--- config.mk ---
export PLATFORM = sky130hd
export DESIGN_NAME = box_filter_kxk
export DESIGN_NICKNAME = d
export VERILOG_FILES = /design/src/rtl/box_filter_pkg.sv /design/src/rtl/box_div_round.sv /design/src/rtl/box_filter_kxk.sv
export SDC_FILE = /design/constraint.sdc
export NUM_CORES = 1
export LEC_CHECK = 0
export CELL_PAD_IN_SITES_DETAIL_PLACEMENT = 0
export CELL_PAD_IN_SITES_GLOBAL_PLACEMENT = 1
export CORE_UTILIZATION = 45
export CTS_CLUSTER_SIZE = 30
export DETAILED_ROUTE_END_ITERATION = 10
export GPL_TIMING_DRIVEN = 0
export PLACE_DENSITY = 0.79
export SLEW_MARGIN = 10
export SYNTH_ARGS = -nofsm -noshare
export SYNTH_HDL_FRONTEND = slang
export SYNTH_HIERARCHICAL = 1
export SYNTH_SLANG_ARGS = --single-unit
--- constraint.sdc ---
create_clock -name clk -period 5.9 [get_ports clk]
set_input_delay 0.59 -clock clk [delete_from_list [all_inputs] [get_ports clk]]
set_output_delay 0.59 -clock clk [all_outputs]
set_load 0.01 [all_outputs]
--- src/rtl/box_filter_pkg.sv ---
// Shared widths, divider constants and border-mode type
// for the KxK box filter.
package box_filter_pkg;

    typedef enum logic {
        BM_VALID = 1'b0,
        BM_ZERO  = 1'b1
    } border_mode_e;

    localparam int DIV_RECIP_PAD = 2;

    function automatic int col_w(input int pw, input int k);
        return pw + $clog2(k);
    endfunction

    function automatic int win_w(input int pw, input int k);
        return pw + 2 * $clog2(k);
    endfunction

    function automatic int kk(input int k);
        return k * k;
    endfunction

    function automatic int radius(input int k);
        return (k - 1) / 2;
    endfunction

    // numerator is win + K*K/2, one bit wider than the window sum
    function automatic int div_in_w(input int pw, input int k);
        return win_w(pw, k) + 1;
    endfunction

    // with recip = ceil(2^shift / d) and shift = N + ceil(log2 d),
    // (x * recip) >> shift == floor(x / d) for every x < 2^N
    function automatic int div_shift(input int pw, input int k);
        return div_in_w(pw, k) + $clog2(kk(k));
    endfunction

    function automatic logic [63:0] div_recip(input int pw, input int k);
        logic [63:0] num;
        logic [63:0] den;
        num = 64'd1 << div_shift(pw, k);
        den = 64'(kk(k));
        return (num + den - 64'd1) / den;
    endfunction

endpackage

--- src/rtl/box_div_round.sv ---
// Exact round-half-up divide of a window sum by K*K,
// one register stage, reciprocal multiply and shift.
module box_div_round
    import box_filter_pkg::*;
#(
    parameter int K           = 3,
    parameter int PIXEL_WIDTH = 8
) (
    input  logic                             clk,
    input  logic                             arst,
    input  logic [win_w(PIXEL_WIDTH, K)-1:0] win,
    output logic [PIXEL_WIDTH-1:0]           q
);

    localparam int IW = div_in_w(PIXEL_WIDTH, K);
    localparam int RW = IW + DIV_RECIP_PAD;
    localparam int PW = IW + RW;
    localparam int SH = div_shift(PIXEL_WIDTH, K);
    localparam logic [RW-1:0] RECIP = RW'(div_recip(PIXEL_WIDTH, K));
    localparam logic [IW-1:0] BIAS  = IW'(kk(K) / 2);

    logic [IW-1:0] num;
    logic [PW-1:0] prod;

    assign num  = IW'(win) + BIAS;
    assign prod = PW'(num) * PW'(RECIP);

    // register the quotient; it always fits the pixel width
    always_ff @(posedge clk or posedge arst) begin
        if (arst) begin
            q <= '0;
        end else begin
            q <= PIXEL_WIDTH'(prod >> SH);
        end
    end

endmodule

--- src/rtl/box_filter_kxk.sv ---
// KxK box filter: column sum, running window sum, rounded
// divide, with valid-only or zero-pad row borders.
module box_filter_kxk
    import box_filter_pkg::*;
#(
    parameter int K           = 3,
    parameter int PIXEL_WIDTH = 8,
    parameter int CHANNELS    = 1,
    parameter int IMAGE_WIDTH = 128
) (
    input  logic                              clk,
    input  logic                              arst,
    input  logic                              border_mode,
    input  logic [CHANNELS*K*PIXEL_WIDTH-1:0] din,
    input  logic                              din_valid,
    output logic                              din_ready,
    output logic [CHANNELS*PIXEL_WIDTH-1:0]   dout,
    output logic                              dout_valid
);

    localparam int CW = col_w(PIXEL_WIDTH, K);
    localparam int WW = win_w(PIXEL_WIDTH, K);
    localparam int R  = radius(K);
    localparam int XW = $clog2(IMAGE_WIDTH);
    localparam int FW = $clog2(R + 1);
    localparam logic [XW-1:0] LAST_COL    = XW'(IMAGE_WIDTH - 1);
    localparam logic [XW-1:0] FIRST_VALID = XW'(K - 1);
    localparam logic [XW-1:0] FIRST_ZERO  = XW'(R);

    logic [XW-1:0]          col;
    logic [FW-1:0]          flush_cnt;
    border_mode_e           mode_q;
    border_mode_e           cur_mode;
    logic                   accept;
    logic                   inject;
    logic                   row_start;
    logic                   last_col;
    logic                   emit;
    logic [CW-1:0]          csum  [CHANNELS];
    logic [CW-1:0]          csum1 [CHANNELS];
    logic                   v1;
    logic                   e1;
    logic                   st1;
    logic [CW-1:0]          sr    [CHANNELS][K];
    logic [WW-1:0]          win   [CHANNELS];
    logic                   v2;
    logic                   v3;
    logic [PIXEL_WIDTH-1:0] q     [CHANNELS];

    assign din_ready = (flush_cnt == '0);
    assign inject    = !din_ready;
    assign accept    = din_valid && din_ready;
    assign row_start = (col == '0);
    assign last_col  = (col == LAST_COL);
    assign cur_mode  = row_start ? border_mode_e'(border_mode) : mode_q;

    // decide whether this accept or inject produces an output pixel
    always_comb begin
        emit = inject;
        if (accept) begin
            if (cur_mode == BM_ZERO) begin
                emit = (col >= FIRST_ZERO);
            end else begin
                emit = (col >= FIRST_VALID);
            end
        end
    end

    // column counter, latched border mode and end-of-row flush count
    always_ff @(posedge clk or posedge arst) begin
        if (arst) begin
            col       <= '0;
            flush_cnt <= '0;
            mode_q    <= BM_VALID;
        end else if (accept) begin
            col <= last_col ? '0 : col + 1'b1;
            if (row_start) begin
                mode_q <= cur_mode;
            end
            if (last_col && cur_mode == BM_ZERO) begin
                flush_cnt <= FW'(R);
            end
        end else if (inject) begin
            flush_cnt <= flush_cnt - 1'b1;
        end
    end

    // per-channel sum of the K vertically aligned pixels
    always_comb begin
        for (int c = 0; c < CHANNELS; c++) begin
            csum[c] = '0;
            for (int i = 0; i < K; i++) begin
                csum[c] = csum[c]
                    + CW'(din[(c*K+i)*PIXEL_WIDTH +: PIXEL_WIDTH]);
            end
        end
    end

    // stage 1: register column sums; injected columns are all zero
    always_ff @(posedge clk or posedge arst) begin
        if (arst) begin
            v1  <= 1'b0;
            e1  <= 1'b0;
            st1 <= 1'b0;
            for (int c = 0; c < CHANNELS; c++) begin
                csum1[c] <= '0;
            end
        end else begin
            v1  <= accept || inject;
            e1  <= emit;
            st1 <= accept && row_start;
            for (int c = 0; c < CHANNELS; c++) begin
                csum1[c] <= inject ? '0 : csum[c];
            end
        end
    end

    // stage 2: K-deep column history and running window sum
    always_ff @(posedge clk or posedge arst) begin
        if (arst) begin
            v2 <= 1'b0;
            for (int c = 0; c < CHANNELS; c++) begin
                win[c] <= '0;
                for (int i = 0; i < K; i++) begin
                    sr[c][i] <= '0;
                end
            end
        end else begin
            v2 <= v1 && e1;
            if (v1) begin
                for (int c = 0; c < CHANNELS; c++) begin
                    win[c] <= st1 ? WW'(csum1[c])
                        : win[c] + WW'(csum1[c]) - WW'(sr[c][K-1]);
                    sr[c][0] <= csum1[c];
                    for (int i = 1; i < K; i++) begin
                        sr[c][i] <= st1 ? '0 : sr[c][i-1];
                    end
                end
            end
        end
    end

    for (genvar c = 0; c < CHANNELS; c++) begin : g_div
        box_div_round #(
            .K           (K),
            .PIXEL_WIDTH (PIXEL_WIDTH)
        ) u_div (
            .clk  (clk),
            .arst (arst),
            .win  (win[c]),
            .q    (q[c])
        );
    end

    // stage 3 valid delay and output register
    always_ff @(posedge clk or posedge arst) begin
        if (arst) begin
            v3         <= 1'b0;
            dout_valid <= 1'b0;
            dout       <= '0;
        end else begin
            v3         <= v2;
            dout_valid <= v3;
            if (v3) begin
                for (int c = 0; c < CHANNELS; c++) begin
                    dout[c*PIXEL_WIDTH +: PIXEL_WIDTH] <= q[c];
                end
            end
        end
    end

endmodule

==> impl_metrics.ini <==
[status]
run_status = finished clean

[timing]
worst_slew_margin_rel = 0.550
finalHoldViolations = 0
post-route-min-period_ns = 5.57
finalCritPeriodShare = 0.944
skew_ns = 0.0108
drv_slew = 0
tightest_slew_ns = 0.675
setup-violations-final = 0
fmax_ghz = 0.180

[detailed_routing]
final_antenna_net_count = 0
finalWirelength_mm = 14.0
drt-initial-drc-count = 206
remaining_drc_errors = 0
first_pass_iters = 4
via_per_inst = 5.20
vias = 5046
routedWlPerCell_um = 14.5

[final_layout]
multi_input_area_mm2 = 0.00435
drive_gt1_frac = 0.0831
final_core_util = 0.526
register_area_mm2 = 0.00208
nFillCells = 1382
fin_nets = 944
syn_to_final_growth_pct = 13.9
antenna_cells = 0

[critical_path]
arrival_ns = 5.82
path_max_fanout = 7
crit_chain = ha_1 > nand2_1 > nor2_4 > and3_2 > xor2_4 > inv_1 > fa_1 > inv_1 > ha_1 > inv_1 > fa_1 > inv_1 > fa_1 > inv_1 > fa_1 > inv_1 > ha_1 > a21oi_1 > o221ai_1 > a221oi_1 > o21ai_1 > xnor2_2
cpMaxStageDelayCell = fa_1
crit_path_frequent_cell = inv_1
worst_r2r_startpoint = win[2]$_DFFE_PP0P_
r2r-end = g_div[0].u_div/q[7]$_DFF_PP0_
rr_worst_depth = 22
slowest_delay_ns = 0.53
criticalPathCategory = reg -> reg
critPathLaunchType = flop
cp_top_family = adder cells
path_buf_inv = 6
required_ns = 6.15
crit_path_end_kind = flop
reg2reg_slack_ns = 0.33

[synthesis]
syn_nets = 894
ys_seq_elements = 83
syn_avg_cell_area_um2 = 9.65
synthFlopType = dfrtp_1
synth_top_area_cell = dfrtp_1
yosys-top-cells-count = 150 x inv_1, 92 x ha_1, 83 x dfrtp_1
synth_area_mm2 = 0.00702
yosys.area.top_type_share = 0.296
async_flop_share = 1.00
ys_top_cells_by_area = dfrtp_1 30%, ha_1 16%, fa_1 13%, inv_1 8.0%, mux2_2 3.0%
synth.distinct_cells = 61
synth-edff-count = 0
yosysSeqAreaShare = 0.296
netlist_instances = 727
yosysMostFrequentCell = inv_1
yosys_warnings = 6

[clock_tree]
htreeDepth = 3
cts_buffers = 9
clockBufferDepth = 2
postCtsHoldBufs = 0
clock_latency_ns = 0.35
cts_tree = built
cts.reportedPaths.clkPinSlew_ns = 0.06
cts.sinks = 83
cts_root_buf = clkbuf_16

[floorplan]
die_h_um = 127
core.rowCount = 45
initial_core_util = 0.462
core_mm2 = 0.0152
dieArea_mm2 = 0.0161
pin_count = 38
fp.dieW_um = 127

[place]
routabilityCongestion = 0.846
port_buffers = 37
hpwl_mm = 11.7

[worst_hold_path]
min_from = v2$_DFF_PP0_
hp-class = reg -> reg
holdPathStages = 0
hold_end = v3$_DFF_PP0_

[global_route]
grt_first_pass_wirelength_mm = 24.5
grt_pass1_vias = 5156
grt_remaining_overflow = 0
grt_max_degree = 65
gr-usage-all-layers = 0.194
antenna_found_initial = 0

[job]
drv_cap = 0
[logic make-up after synthesis]
| group | after synthesis | share of synthesized area |
|---|---|---|
| xor+xnor | 38 | 0.0474 |
| mux | 24 | 0.0376 |
| simple gates | 141 | 0.0956 |
| flops | 83 | 0.296 |
| fa+ha+maj | 139 | 0.298 |
| buf+inv | 167 | 0.0904 |
| compound gates | 135 | 0.135 |
[sequential cells by signal, summed over array words and instances, names as in the netlist]
name / cells
col: 7
v3: 1
mode_q: 1
sr: 30
dout_valid: 1
dout: 8
csum1: 10
g_div.u_div/q: 8
v2: 1
win: 12
flush_cnt: 1
st1: 1
v1: 1
e1: 1
[per-stage QoR]
| stage | area [µm²] | hold slack, ns | worst slack [ns] | setup TNS [ns] | instances |
|---|---|---|---|---|---|
| global placement | 7620 | 0.337 | -0.326 | -1.12 | 952 |
| global route | 7990 | 0.365 | -0.00376 | -0.00376 | 970 |
| detailed placement | 7650 | 0.336 | -0.310 | -1.27 | 953 |
| finish | 7990 | 0.346 | 0.333 | 0 | 970 |
| floorplan | 7020 | 0.331 | 0.409 | 0 | 727 |
| CTS | 7960 | 0.349 | 0.0428 | 0 | 969 |
[area by class of cell]
class                   instances  share of cell area
clock buffers                   9              0.0282
well taps                     188              0.0294
plain buffers                  16             0.00845
clock inverters                 7             0.00705
inverters                     151              0.0712
flip-flops and latches         83               0.260
repair buffers                 39              0.0507
multi-input cells             477               0.545
[worst reg2reg max path: cells and delay by family, from the launching register on]
family / cells / cell delay [ns]
xor gates and xnor gates: 2 / 0.42
DFF: 1 / 0.44
AOI/OAI and AO/OA: 4 / 0.79
buffers and inverters: 6 / 0.34
and+or+nand+nor: 3 / 0.52
adders and majority gates: 7 / 2.96
[per-layer routing]
metal  GRT usage  routed length [µm]  vias up
met3      0.0287                 318       12
met4      0.0679                 182        0
met2       0.339                7160       67
met5           0                   0        -
met1       0.245                6370     2442
li1            -                   -     2525
[worst max-delay path by stage]
stage	start	to	depth (start not counted)
floorplan	win[2]$_DFFE_PP0P_	g_div[0].u_div/q[6]$_DFF_PP0_	22
global placement	win[2]$_DFFE_PP0P_	g_div[0].u_div/q[5]$_DFF_PP0_	22
detailed placement	win[2]$_DFFE_PP0P_	g_div[0].u_div/q[5]$_DFF_PP0_	22
CTS	win[3]$_DFFE_PP0P_	g_div[0].u_div/q[7]$_DFF_PP0_	22
global route	win[2]$_DFFE_PP0P_	g_div[0].u_div/q[6]$_DFF_PP0_	22
finish	win[2]$_DFFE_PP0P_	g_div[0].u_div/q[7]$_DFF_PP0_	22
[cell usage in the layout (no fill, tap or decap), drive strengths merged, types with 21 or more instances in the layout]
master | synthesis | routed
inv | 151 | 155
ha | 92 | 92
dfrtp | 83 | 83
nand2 | 56 | 56
fa | 47 | 47
clkdlybuf4s50 | 0 | 37
o21ai | 31 | 31
a21oi | 25 | 25
xnor2 | 24 | 24
nor2 | 23 | 23
o22ai | 21 | 21
[what timing repair did]
item                                    CTS  global route
endpoints found under the setup margin    7             7
gates resized for setup                   5             5
buffers inserted                          0             1
Power is not shown: default switching activity piles up to over one toggle a cycle in this logic, so the estimate is an artifact.
